### config.mk
export PLATFORM = sky130hd
export DESIGN_NAME = lane_ctrl
export DESIGN_NICKNAME = d
export VERILOG_FILES = /design/src/rtl/frogger_pkg.sv /design/src/rtl/lane_shifter.sv /design/src/rtl/lane_ctrl.sv
export SDC_FILE = /design/constraint.sdc
export NUM_CORES = 1
export LEC_CHECK = 0
export CAP_MARGIN = 15
export CORE_ASPECT_RATIO = 0.75
export CORE_MARGIN = 2
export CORE_UTILIZATION = 35
export CTS_BUF_LIST = sky130_fd_sc_hd__clkbuf_4 sky130_fd_sc_hd__clkbuf_8
export DETAILED_ROUTE_END_ITERATION = 6
export PLACE_DENSITY = 0.6
export SLEW_MARGIN = 20
export SYNTH_ARGS = -nofsm -noshare
export SYNTH_HDL_FRONTEND = slang
export SYNTH_HIERARCHICAL = 1
export SYNTH_SLANG_ARGS = --single-unit
### constraint.sdc
create_clock -name i_Clk -period 2.73 [get_ports i_Clk]
set_clock_uncertainty 0.1 [all_clocks]
set_input_delay 0.546 -clock i_Clk [delete_from_list [all_inputs] [get_ports i_Clk]]
set_output_delay 0.546 -clock i_Clk [all_outputs]
set_load 0.05 [all_outputs]
### src/rtl/frogger_pkg.sv
`default_nettype none
// ============================================================================
//  Module      : frogger_pkg
//  Description : Shared constants for the Frogger road lanes. Holds the lane
//                row range, the frog start row, the per-lane initial obstacle
//                patterns, the per-lane base periods (in frames) and the
//                lane-controller state encoding.
//  Revision    : 1.0 - initial release
// ============================================================================
package frogger_pkg;

  localparam int LANE_ROW_FIRST = 8;
  localparam int LANE_ROW_LAST  = 13;
  localparam int START_ROW      = 14;
  localparam int TABLE_LANES    = 6;

  // Bit i set = obstacle at column i (table written for a 16-tile pattern).
  localparam logic [15:0] LANE_INIT_PATTERN [TABLE_LANES] = '{
    16'h0707, 16'h0C30, 16'h3003, 16'h0F0F, 16'h6060, 16'h0381
  };

  localparam int LANE_BASE_PERIOD [TABLE_LANES] = '{8, 6, 10, 4, 7, 5};

  typedef enum logic [1:0] {
    ST_IDLE     = 2'd0,
    ST_RUN      = 2'd1,
    ST_HIT      = 2'd2,
    ST_COOLDOWN = 2'd3
  } lane_state_t;

  // Lanes beyond the table reuse it cyclically.
  function automatic logic [15:0] lane_init_pattern(input int lane);
    return LANE_INIT_PATTERN[lane % TABLE_LANES];
  endfunction

  function automatic int lane_base_period(input int lane);
    return LANE_BASE_PERIOD[lane % TABLE_LANES];
  endfunction

endpackage
`default_nettype wire

### src/rtl/lane_shifter.sv
`default_nettype none
// ============================================================================
//  Module      : lane_shifter
//  Description : One road lane: a rotating obstacle pattern plus a frame
//                counter. The lane rotates one tile when the counter reaches
//                its latched period; the period is only re-latched when the
//                counter clears so a speed change never cuts a count short.
//  Ports       : i_Clk, i_Rst    - clock, synchronous active-high reset
//                i_Restart       - reload initial pattern, clear counter
//                i_Advance       - one frame elapsed while the lane may move
//                i_Period        - requested period in frames (>= 2)
//                o_Pattern       - current obstacle pattern
//  Revision    : 1.0 - initial release
// ============================================================================
module lane_shifter #(
  parameter int                     C_PATTERN_W = 16,
  parameter int                     C_PERIOD_W  = 6,
  parameter bit                     C_MOVE_UP   = 1'b1,
  parameter logic [C_PATTERN_W-1:0] C_INIT      = '0
) (
  input  logic                   i_Clk,
  input  logic                   i_Rst,
  input  logic                   i_Restart,
  input  logic                   i_Advance,
  input  logic [C_PERIOD_W-1:0]  i_Period,
  output logic [C_PATTERN_W-1:0] o_Pattern
);

  logic [C_PATTERN_W-1:0] r_pattern;
  logic [C_PERIOD_W-1:0]  r_count;
  logic [C_PERIOD_W-1:0]  r_period;

  always_ff @(posedge i_Clk) begin
    if (i_Rst || i_Restart) begin
      r_pattern <= C_INIT;
      r_count   <= '0;
      r_period  <= i_Period;
    end else if (i_Advance) begin
      if (r_count == r_period - C_PERIOD_W'(1)) begin
        if (C_MOVE_UP)
          r_pattern <= {r_pattern[C_PATTERN_W-2:0], r_pattern[C_PATTERN_W-1]};
        else
          r_pattern <= {r_pattern[0], r_pattern[C_PATTERN_W-1:1]};
        r_count  <= '0;
        r_period <= i_Period;
      end else begin
        r_count <= r_count + C_PERIOD_W'(1);
      end
    end
  end

  assign o_Pattern = r_pattern;

endmodule
`default_nettype wire

### src/rtl/lane_ctrl.sv
`default_nettype none
// ============================================================================
//  Module      : lane_ctrl
//  Description : Road-lane controller. Moves C_NUM_LANES obstacle lanes on
//                frame ticks, detects frog collisions (one pulse per life)
//                and flags obstacle tiles for the renderer.
//  Ports       : i_Clk, i_Rst                  - clock, sync active-high reset
//                i_Frame_Tick                  - one pulse per video frame
//                i_Game_Active                 - game running
//                i_Score                       - score (speed-up level)
//                i_Frogger_X/Y                 - frog tile position
//                i_Col_Count_Div/Row_Count_Div - tile being drawn
//                o_Collided                    - one-cycle collision pulse
//                o_Draw_Obstacle               - obstacle on drawn tile (reg)
//  Config      : LANE_SPEEDUP_EN - shorten lane periods as the score rises
//  Revision    : 1.0 - initial release
// ============================================================================
module lane_ctrl
  import frogger_pkg::*;
#(
  parameter int C_NUM_LANES = 6,
  parameter int C_PATTERN_W = 16
) (
  input  logic       i_Clk,
  input  logic       i_Rst,
  input  logic       i_Frame_Tick,
  input  logic       i_Game_Active,
  input  logic [6:0] i_Score,
  input  logic [5:0] i_Frogger_X,
  input  logic [5:0] i_Frogger_Y,
  input  logic [5:0] i_Col_Count_Div,
  input  logic [5:0] i_Row_Count_Div,
  output logic       o_Collided,
  output logic       o_Draw_Obstacle
);

  localparam int C_PERIOD_W = 6;

  lane_state_t            r_state;
  logic [C_PATTERN_W-1:0] w_patterns [C_NUM_LANES];
  logic                   w_frog_bit;
  logic                   w_tile_bit;
  logic                   w_restart;
  logic                   w_advance;
  logic                   w_hit;

`ifdef LANE_SPEEDUP_EN
  logic [4:0] w_level;
  logic       unused_score_lsb;
  assign w_level          = i_Score[6:2];
  assign unused_score_lsb = ^i_Score[1:0];
`else
  logic       unused_score;
  assign unused_score = ^i_Score;
`endif

  // Lanes reload on entry to RUN and move only while the game runs.
  assign w_restart = (r_state == ST_IDLE) && i_Game_Active;
  assign w_advance = (r_state == ST_RUN) && i_Game_Active && i_Frame_Tick;

  for (genvar l = 0; l < C_NUM_LANES; l++) begin : g_lane
    localparam logic [C_PERIOD_W-1:0] C_BASE = C_PERIOD_W'(lane_base_period(l));
    logic [C_PERIOD_W-1:0] w_period;

`ifdef LANE_SPEEDUP_EN
    // Faster lanes with score, never below two frames per tile.
    always_comb begin
      if (C_BASE > {1'b0, w_level} + 6'd2)
        w_period = C_BASE - {1'b0, w_level};
      else
        w_period = 6'd2;
    end
`else
    assign w_period = C_BASE;
`endif

    lane_shifter #(
      .C_PATTERN_W (C_PATTERN_W),
      .C_PERIOD_W  (C_PERIOD_W),
      .C_MOVE_UP   (((LANE_ROW_FIRST + l) % 2) == 0),
      .C_INIT      (C_PATTERN_W'(lane_init_pattern(l)))
    ) u_shifter (
      .i_Clk     (i_Clk),
      .i_Rst     (i_Rst),
      .i_Restart (w_restart),
      .i_Advance (w_advance),
      .i_Period  (w_period),
      .o_Pattern (w_patterns[l])
    );
  end

  // Row/column lookup by exhaustive compare: any row outside the lanes or
  // column beyond the pattern simply never matches and reads as empty.
  always_comb begin
    w_frog_bit = 1'b0;
    w_tile_bit = 1'b0;
    for (int l = 0; l < C_NUM_LANES; l++) begin
      for (int c = 0; c < C_PATTERN_W; c++) begin
        if ((LANE_ROW_FIRST + l) <= LANE_ROW_LAST) begin
          if (i_Frogger_Y == 6'(LANE_ROW_FIRST + l) && i_Frogger_X == 6'(c))
            w_frog_bit = w_patterns[l][c];
          if (i_Row_Count_Div == 6'(LANE_ROW_FIRST + l) && i_Col_Count_Div == 6'(c))
            w_tile_bit = w_patterns[l][c];
        end
      end
    end
  end

  // Patterns are read before any same-cycle rotation takes effect.
  assign w_hit = (r_state == ST_RUN) && w_frog_bit;

  always_ff @(posedge i_Clk) begin
    if (i_Rst) begin
      r_state         <= ST_IDLE;
      o_Collided      <= 1'b0;
      o_Draw_Obstacle <= 1'b0;
    end else begin
      o_Draw_Obstacle <= w_tile_bit;
      o_Collided      <= 1'b0;
      if (!i_Game_Active) begin
        r_state <= ST_IDLE;
      end else begin
        case (r_state)
          ST_IDLE: r_state <= ST_RUN;
          ST_RUN: begin
            if (w_hit) begin
              r_state    <= ST_HIT;
              o_Collided <= 1'b1;
            end
          end
          ST_HIT:  r_state <= ST_COOLDOWN;
          ST_COOLDOWN: begin
            if (i_Frogger_Y == 6'(START_ROW))
              r_state <= ST_RUN;
          end
          default: r_state <= ST_IDLE;
        endcase
      end
    end
  end

endmodule
`default_nettype wire

# Word-level counts from Yosys, hierarchy flattened
# Cells that the tools add are included.
# classes
n_mux,202
eq_ne,54
reduce_logical,209
bitwise,2
addsub,6
# ops
operator,count
1-bit logical AND,196
1-bit two-way mux,193
6-bit by 4-bit equality test with 1-bit output (second input constant),30
6-bit by 3-bit equality test with 1-bit output (second input constant),12
6-bit by 1-bit adder with 6-bit output (second input constant),6
6-bit two-way mux,6
6-bit by 2-bit equality test with 1-bit output (second input constant),5
2-bit AND reduction,7
6-bit by 1-bit equality test with 1-bit output (second input constant),2
6-bit logical NOT,2
2-bit case mux with 4 select lines,1
2-bit equality test (second input constant),2
2-bit two-way mux,2
2-bit != test (second input constant),2
3-bit OR reduction,1
2-bit by 1-bit equality test with 1-bit output (second input constant),1
2-bit logical NOT,1
1-bit NOT,2
2-bit OR reduction,1
1-bit logical OR,1
# totals
out_inout_bits,2
in_bits,35
ff_bits,136

# Longest topological paths before layout
# Gate-level depths: netlist of run 1.
# depth
word_depth,101
ltp_mapped,12
mapped_depth_nobuf,8

# Modules after synthesis
# The synthesis of run 1 kept the hierarchy.
# modules_own_cells
module,area_each_um2,cells_each,n_inst,seq_area_each_um2
lane_ctrl,3563.4,528,1,80.1
lane_shifter at g_lane[2].u_shifter ...,1198.6,109,2,620.6
lane_shifter at g_lane[0].u_shifter,1202.4,110,1,620.6
lane_shifter at g_lane[3].u_shifter,1179.9,113,1,620.6
lane_shifter at g_lane[1].u_shifter,1178.6,111,1,620.6
lane_shifter at g_lane[5].u_shifter,1176.1,112,1,620.6

# Least setup slack after synthesis of run 1
# Ideal clock, no wire load.
# synth_path
kind,input to register
from,input i_Frogger_X[1]
to,register r_state[0]
required_ns,2.558
arrival_ns,2.421
setup_time_ns,0.072
path_slack_ns,0.137
path_buffers,3
path_stages,10
path_cell_list,clkbuf_2 > buf_2 > buf_1 > a21oi_1 > o211ai_1 > a41oi_1 > a2111oi_0 > o2111a_1 > a21bo_2 > mux2i_1
# synth_between
elab_chain_len,101
elab_cells_between_ends,211
classes_between,16 x eq/ne; 96 x mux; 99 x reduce/logical
# synth_lines
element,line,rtl
start: declaration,lane_ctrl.sv:29,"input logic [5:0] i_Frogger_X,"
6-bit logical NOT,lane_ctrl.sv:100,if (i_Frogger_Y == 6'(LANE_ROW_FIRST + l) && i_Frogger_X == 6'(c))
1-bit logical AND,lane_ctrl.sv:100,
1-bit two-way mux (95 in a row),lane_ctrl.sv:100,
1-bit two-way mux (*),lane_ctrl.sv:100,
1-bit logical AND (*),lane_ctrl.sv:110,assign w_hit = (r_state == ST_RUN) && w_frog_bit;
2-bit != test (no line) (*),n/a,
2-bit AND reduction (no line) (*),n/a,
end signal: assignment,lane_ctrl.sv:114,r_state <= ST_IDLE;
end signal: assignment,lane_ctrl.sv:121,r_state <= ST_IDLE;
end signal: assignment,lane_ctrl.sv:124,ST_IDLE: r_state <= ST_RUN;
end: declaration,lane_ctrl.sv:39,lane_state_t r_state;
# Mark *: on every way between the ends. The rest lies on a longest branch, timed or not.
# A chain may end at the register's enable or synchronous reset.

# Worst setup path after layout of run 1
# layout_path
from,input i_Frogger_X[5]
to,register r_state[1]
# Same word-level chain as after synthesis.

==> impl_metrics.csv, run 1 <==
group,metric,value,unit
placement,numPlacedInstances,1762,
synth,synth_xor_area_frac,0.0696,
synth,yosys.area.top_type,"dfxtp_1",
sta,tightest_slew,0.535,ns
finish,final_core_util,0.440,
critical_path,crit_fanout,9,
grt,grt_pass1_wl,52300,um
finish,fillers,2991,
critical_path,endpoint_kind,"flop",
synth,synth_cells,1192,
placement,portBuffers,29,
synth,ys.flop_type,"dfxtp_1",
finish,drive_gt1_frac,0.212,
drt,wl,33700,um
floorplan,initial_core_util,0.355,
synth,yosysUniqueCellTypes,86,
grt,grt_use_total,0.213,
synth,synth_simple_gate_area_frac,0.216,
synth,synth_edf_count,36,
critical_path,r2r_end,"r_state[1]$_SDFFE_PP0P_",
floorplan,die_h,155,um
drt,wire_per_inst,18.7,um
hold_path,hold_path_end,"g_lane[0].u_shifter/o_Pattern[11]$_SDFFE_PP0P_",
hold_path,hold_start,"g_lane[0].u_shifter/o_Pattern[10]$_SDFFE_PP1P_",
grt,antenna_found_initial,0,
clock_tree,tritoncts,"done",
critical_path,start_kind,"input port",
synth,synthTopCellsByCount,"nand2_1 (149), dfxtp_1 (136), mux2i_1 (122)",
clock_tree,root_buffer,"clkbuf_8",
finish,final_nets,1437,
clock_tree,cts_hold_buf,0,
synth,synth_area_leaders,"dfxtp_1 (25%), mux2i_1 (11%), edfxtp_1 (10%)",
placement,dp_hpwl,26400,um
clock_tree,cts.htree.levels,4,
critical_path,arrival,3.01,ns
grt,grt_pass1_vias,9126,
critical_path,required,3.01,ns
sta,hold_viol,0,
floorplan,rows,55,
floorplan,coreArea,30100,um2
sta,slew_headroom,0.639,
power,p_leak,5.20,nW
hold_path,hp-class,"reg -> reg",
sta,whs,0.392,ns
critical_path,r2r_setup_slack,0.32,ns
grt,grt_start_max_net_pins,23,
sta,finalSetupViolations,2,
sta,layout_min_cycle_time,2.73,ns
floorplan,dieArea,32000,um2
grt,grt.overflow.total,0,
finish,area_delta_synth_final,24.0,%
hold_path,holdPathStages,2,
drt,antenna_left,0,
floorplan,die_w,206,um
synth,synth_area,10700,um2
synth,synth_mux_area_frac,0.146,
clock_tree,insertion_delay,0.50,ns
drt,viasPerCell,5.43,
outcome,violations,"design-rule violations, negative setup slack",
drt,routed-via-count,9764,
finish,diodes,0,
synth,synth_top_family_by_area,"simple AND/OR/NAND/NOR gates",
synth,synth-seq-cells,172,
drt,dr.pass1.iters,7,
synth,synth_fa_ha_area_frac,0.0187,
power,power_density,412,nW/um2
synth,syn_area_per_cell,8.97,um2
critical_path,r2r-start,"g_lane[4].u_shifter/o_Pattern[5]$_SDFFE_PP1P_",
outcome,status,"finished, violations left",
sta,setup_ws,-0.000916,ns
run,cap_violations,0,
placement,gp_congestion,0.994,
floorplan,pin_count,37,
synth,async_reset_ff_frac,0,
sta,drv_slew,0,
synth,yosysMostFrequentCell,"nand2_1",
synth,synth_compound_gate_area_share,0.142,
power,ir_worst_vdd,264,uV
critical_path,path_class,"in -> reg",
sta,timing.fmax,0.366,GHz
critical_path,r2r_cells,8,
clock_tree,clock_sinks,172,
clock_tree,clockBufferDepth,2,
synth,ys_seq_area_frac,0.356,
clock_tree,cts_made_buffers,17,
synth,yosys.area.top_type_share,0.255,
sta,finalCritPeriodShare,1.00,
finish,final-instance-count-excl-fill,1798,
clock_tree,clkTransAtPathRegs,0.09,ns
drt,drt_iter0_drc,1053,
synth,yosys_warnings,6,
drt,post-route-drc-count,4,
-- routing by layer --
metal,track usage,vias up,wire [um]
met5,0,-,0
met4,0.0524,0,527
met3,0.0580,35,3440
met2,0.284,383,12900
met1,0.331,4638,16800
li1,-,4708,-
-- layout make-up --
cell class | count | area (um2) | area share
Multi-Input combinational cell | 944 | 6580 | 0.496
Sequential cell | 172 | 3800 | 0.287
Timing Repair Buffer | 222 | 1840 | 0.139
Tap cell | 399 | 499 | 0.0376
Clock buffer | 19 | 262 | 0.0197
Clock inverter | 13 | 176 | 0.0133
Inverter | 29 | 109 | 0.00820
-- power breakdown --
part	internal (mW)	total, mW	switching [mW]
combinational	0.371	0.830	0.459
sequential	2.65	2.69	0.0468
clock	0.903	1.95	1.04
-- per-stage QoR --
stage / power [mW] / setup WS, ns / area (um2) / setup TNS, ns
after floorplan: 3.21 / 0.137 / 10800 / 0
after global placement: 3.54 / -0.564 / 12700 / -1.96
after detailed placement: 3.55 / -0.604 / 12700 / -2.08
after CTS: 5.51 / 0.00313 / 13100 / 0
after global routing: 5.71 / -0.0237 / 13300 / -0.0442
final: 5.47 / -0.000916 / 13300 / -0.00155
-- timing repair --
item | 4_1_cts | 5_1_grt
setup buffers | 0 | 4
pin swaps | 0 | 16
endpoints found under the setup margin | 2 | 4
resized for setup | 2 | 25
-- critical path, stage by stage --
cell,delay (ns)
clkdlybuf4s50_1,0.43
buf_6,0.15
buf_4,0.15
or4b_4,0.55
or3_1,0.36
a41oi_2,0.24
a2111oi_4,0.09
o2111a_1,0.17
a21bo_2,0.21
mux2i_1,0.11
-- cells by family after synthesis --
| logic type | after synthesis |
|---|---|
| AOI/OAI and AO/OA | 217 |
| adders and majority gates | 16 |
| other | 2 |
| xor gates and xnor gates | 85 |
| muxes | 143 |
| DFF | 172 |
| and+or+nand+nor | 447 |
| buffers and inverters | 110 |
-- sequential cells by signal (all words and copies together), names as in the netlist --
signal / flops
g_lane.u_shifter/o_Pattern: 96
g_lane.u_shifter/r_count: 36
g_lane.u_shifter/r_period: 36
o_Collided: 1
o_Draw_Obstacle: 1
r_state: 2
-- cells in the final DEF (no fill, tap or decap), drive strengths merged, types with 12 or more instances in the layout --
| cell type | n |
|---|---|
| buf | 197 |
| nand2 | 149 |
| dfxtp | 136 |
| mux2i | 122 |
| nor2 | 97 |
| nor3 | 61 |
| xnor2 | 52 |
| o21ai | 46 |
| a21oi | 36 |
| edfxtp | 36 |
| conb | 36 |
| xor2 | 33 |
| inv | 33 |
| nand3 | 21 |
| clkdlybuf4s50 | 20 |
| clkbuf | 19 |
| nand2b | 17 |
| nand4 | 16 |
| ha | 16 |
| nor2b | 15 |
| o2111ai | 15 |
| mux2 | 12 |
-- worst max-delay path by stage --
stage / end / from / depth (start not counted)
2_1_floorplan: r_state[0]$_SDFFE_PP0P_ / i_Frogger_X[1] / 10
6_report: r_state[1]$_SDFFE_PP0P_ / i_Frogger_X[5] / 10
4_1_cts: r_state[1]$_SDFFE_PP0P_ / i_Frogger_X[3] / 10
3_5_place_dp: r_state[1]$_SDFFE_PP0P_ / i_Frogger_Y[2] / 10
5_1_grt: r_state[1]$_SDFFE_PP0P_ / i_Frogger_X[5] / 10
3_3_place_gp: r_state[0]$_SDFFE_PP0P_ / i_Frogger_Y[2] / 10
Note: power is estimated with default switching activity, not from simulation.
==> inputs of run 2 (changes only) <==
--- a/config.mk
+++ b/config.mk
@@ -6,14 +6,12 @@
 export NUM_CORES = 1
 export LEC_CHECK = 0
 export CAP_MARGIN = 15
-export CORE_ASPECT_RATIO = 0.75
 export CORE_MARGIN = 2
 export CORE_UTILIZATION = 35
 export CTS_BUF_LIST = sky130_fd_sc_hd__clkbuf_4 sky130_fd_sc_hd__clkbuf_8
 export DETAILED_ROUTE_END_ITERATION = 6
-export PLACE_DENSITY = 0.6
+export PLACE_DENSITY = 0.61
 export SLEW_MARGIN = 20
 export SYNTH_ARGS = -nofsm -noshare
 export SYNTH_HDL_FRONTEND = slang
-export SYNTH_HIERARCHICAL = 1
 export SYNTH_SLANG_ARGS = --single-unit
==> run 2 against run 1 <==
  * The run now ends clean
  * Largest power group unchanged
  * Register-to-register slack lost 0.02 ns
  * Critical path depth stayed put
  * Clock power decreased by 13%
  * Critical endpoint is now o_Draw_Obstacle$_SDFF_PP0_
  * Highest routed layer unchanged
==> impl_metrics.csv, run 2 <==
group,metric,value,unit
outcome,status,"finished clean",
run,cap_violations,0,
clock_tree,clockBufferDepth,2,
sta,tightest_slew,0.497,ns
critical_path,required,2.95,ns
floorplan,die_h,159,um
drt,routed-via-count,9204,
floorplan,rows,56,
placement,place_ws,-0.773,ns
synth,async_reset_ff_frac,0,
grt,grt_pass1_vias,8301,
sta,timing.fmax,0.381,GHz
grt,grt_start_max_net_pins,33,
critical_path,crit_fanout,3,
placement,gp_congestion,0.985,
clock_tree,clkTransAtPathRegs,0.08,ns
synth,syn_area_per_cell,7.42,um2
finish,diodes,0,
hold_path,hold_path_end,"g_lane[0].u_shifter.o_Pattern[11]$_SDFFE_PP0P_",
drt,dr.pass1.iters,5,
synth,synth_area_leaders,"dfxtp_1 (33%), nand2_1 (10%), a21oi_1 (6.5%)",
power,p_clk_frac,0.395,
critical_path,r2r_end,"r_state[0]$_SDFFE_PP0P_",
placement,portBuffers,29,
finish,layout_common_cells,"nand2_1 (230), buf_4 (194), dfxtp_1 (136), a21oi_1 (106), nor2_1 (68)",
sta,setup_ws,0.103,ns
synth,yosys_warnings,0,
power,power_frac_seq,0.465,
placement,place_area,10300,um2
sta,slew_headroom,0.668,
drt,post-route-drc-count,0,
power,p_leak,4.12,nW
drt,antenna_left,0,
grt,grt_pass1_wl,47000,um
finish,final_nets,1341,
synth,synth_edf_count,0,
clock_tree,insertion_delay,0.45,ns
placement,numPlacedInstances,1586,
finish,drive_gt1_frac,0.238,
finish,final_common_cell,"nand2_1",
critical_path,r2r_cells,9,
synth,synthTopCellsByCount,"nand2_1 (231), dfxtp_1 (136), a21oi_1 (109)",
finish,fillers,2335,
synth,synth_cells,1128,
drt,viasPerCell,5.67,
power,swShare,0.278,
hold_path,hp-class,"reg -> reg",
sta,finalCritPeriodShare,0.962,
sta,layout_min_cycle_time,2.63,ns
critical_path,r2r_setup_slack,0.30,ns
floorplan,dieArea,25200,um2
placement,dp_hpwl,23100,um
clock_tree,cts_made_buffers,17,
synth,yosys.area.top_type_share,0.325,
drt,wire_per_inst,18.9,um
sta,finalSetupTns,0,ns
finish,area_delta_synth_final,30.1,%
hold_path,holdPathStages,2,
hold_path,hold_start,"g_lane[0].u_shifter.o_Pattern[10]$_SDFFE_PP1P_",
synth,ys_seq_area_frac,0.325,
drt,drt_iter0_drc,935,
power,ir_worst_vdd,260,uV
floorplan,initial_core_util,0.357,
sta,finalSetupViolations,0,
synth,synth_nets,1177,
synth,yosys.area.top_type,"dfxtp_1",
sta,rsz0062_at_grt,"no",
critical_path,path_class,"in -> reg",
clock_tree,cts.htree.levels,4,
sta,drv_slew,0,
floorplan,coreArea,23500,um2
clock_tree,clock_sinks,136,
floorplan,pin_count,37,
sta,hold_viol,0,
synth,yosysUniqueCellTypes,82,
power,p_sw,1.19,mW
finish,final-instance-count-excl-fill,1623,
power,internal_power,3.09,mW
floorplan,die_w,159,um
grt,antenna_found_initial,0,
clock_tree,tritoncts,"done",
synth,ys.flop_type,"dfxtp_1",
clock_tree,cts_hold_buf,0,
power,power_frac_comb,0.140,
clock_tree,root_buffer,"clkbuf_8",
finish,design_area,10900,um2
finish,largest_register_ff_count,96,
critical_path,r2r-start,"g_lane[3].u_shifter.o_Pattern[12]$_SDFFE_PP0P_",
synth,synth-seq-cells,136,
drt,wl,30600,um
grt,grt.overflow.total,0,
critical_path,start_kind,"input port",
synth,synth_area,8370,um2
grt,grt_use_total,0.244,
power,power_density,393,nW/um2
synth,yosysMostFrequentCell,"nand2_1",
critical_path,arrival,2.85,ns
critical_path,endpoint_kind,"flop",
-- run 2: metrics by stage --
step                utilization  power [mW]  hold WS (ns)
finish                    0.464        4.28         0.365
global route              0.464        4.44         0.383
CTS                       0.461        4.30         0.369
detailed placement        0.438        2.61         0.355
global placement          0.438        2.61         0.339
floorplan                     -        2.31         0.332
-- run 2: area by class of cell --
cell class | count | area (um2) | share of cell area
timing repair buffer | 232 | 1880 | 0.173
multi-input combinational | 880 | 5400 | 0.496
sequential | 136 | 2720 | 0.250
clock buffer | 18 | 248 | 0.0228
tap | 319 | 399 | 0.0367
clock inverter | 13 | 144 | 0.0132
inverter | 25 | 93.8 | 0.00862
-- run 2: cell families (layout without fill, tap and decap cells) --
logic type                 after synthesis  count (layout)  share of synthesized area
buffers and inverters                  112             288                     0.0544
adders and majority gates               14              14                     0.0209
xor gates and xnor gates                25              25                     0.0262
muxes                                   40              40                     0.0517
DFF                                    136             136                      0.325
and+or+nand+nor                        493             493                      0.281
AOI/OAI and AO/OA                      308             308                      0.240
-- run 2: worst max-delay path by stage --
stage	end	startpoint	cells after the start	slack, ns
floorplan	r_state[0]$_SDFFE_PP0P_	i_Frogger_X[5]	11	-0.04
global placement	r_state[0]$_SDFFE_PP0P_	i_Frogger_X[2]	11	-0.74
detailed placement	r_state[0]$_SDFFE_PP0P_	i_Frogger_X[2]	11	-0.77
CTS	r_state[0]$_SDFFE_PP0P_	i_Frogger_Y[3]	10	-0.008
global route	o_Draw_Obstacle$_SDFF_PP0_	i_Row_Count_Div[3]	12	0.007
finish	o_Draw_Obstacle$_SDFF_PP0_	i_Row_Count_Div[3]	10	0.10
-- run 2: worst max-delay path, cell delays in order --
cell and delay, ns:
dlygate4sd2_1 0.18, or3b_4 0.38, or4_4 0.55, or4_4 0.43
nor2b_1 0.14, a31oi_1 0.13, o21a_1 0.14, o21ai_1 0.06
o211ai_1 0.17, nand2_1 0.10
-- run 2: metal layers --
metal / up-vias / global-route usage / part of all wire
met5: - / 0 / 0
met4: 0 / 0.0965 / 0.032
met3: 61 / 0.0640 / 0.094
met2: 441 / 0.353 / 0.42
met1: 4281 / 0.343 / 0.45
li1: 4421 / - / -
-- run 2: power groups by stage --
| stage | logic (mW) | registers [mW] | clock network, mW |
|---|---|---|---|
| 3_5_place_dp | 0.575 | 2.04 | 0 |
| 2_1_floorplan | 0.276 | 2.04 | 0 |
| 3_3_place_gp | 0.577 | 2.04 | 0 |
| 6_report | 0.599 | 1.99 | 1.69 |
| 4_1_cts | 0.584 | 1.99 | 1.73 |
| 5_1_grt | 0.636 | 1.99 | 1.81 |
-- run 2: what timing repair did --
item,in CTS,in global routing
gates cloned,0,0
setup buffers,6,0
pin swaps,22,27
endpoints found under the hold margin,0,0
endpoints found under the setup margin,4,3
gates resized for setup,36,27
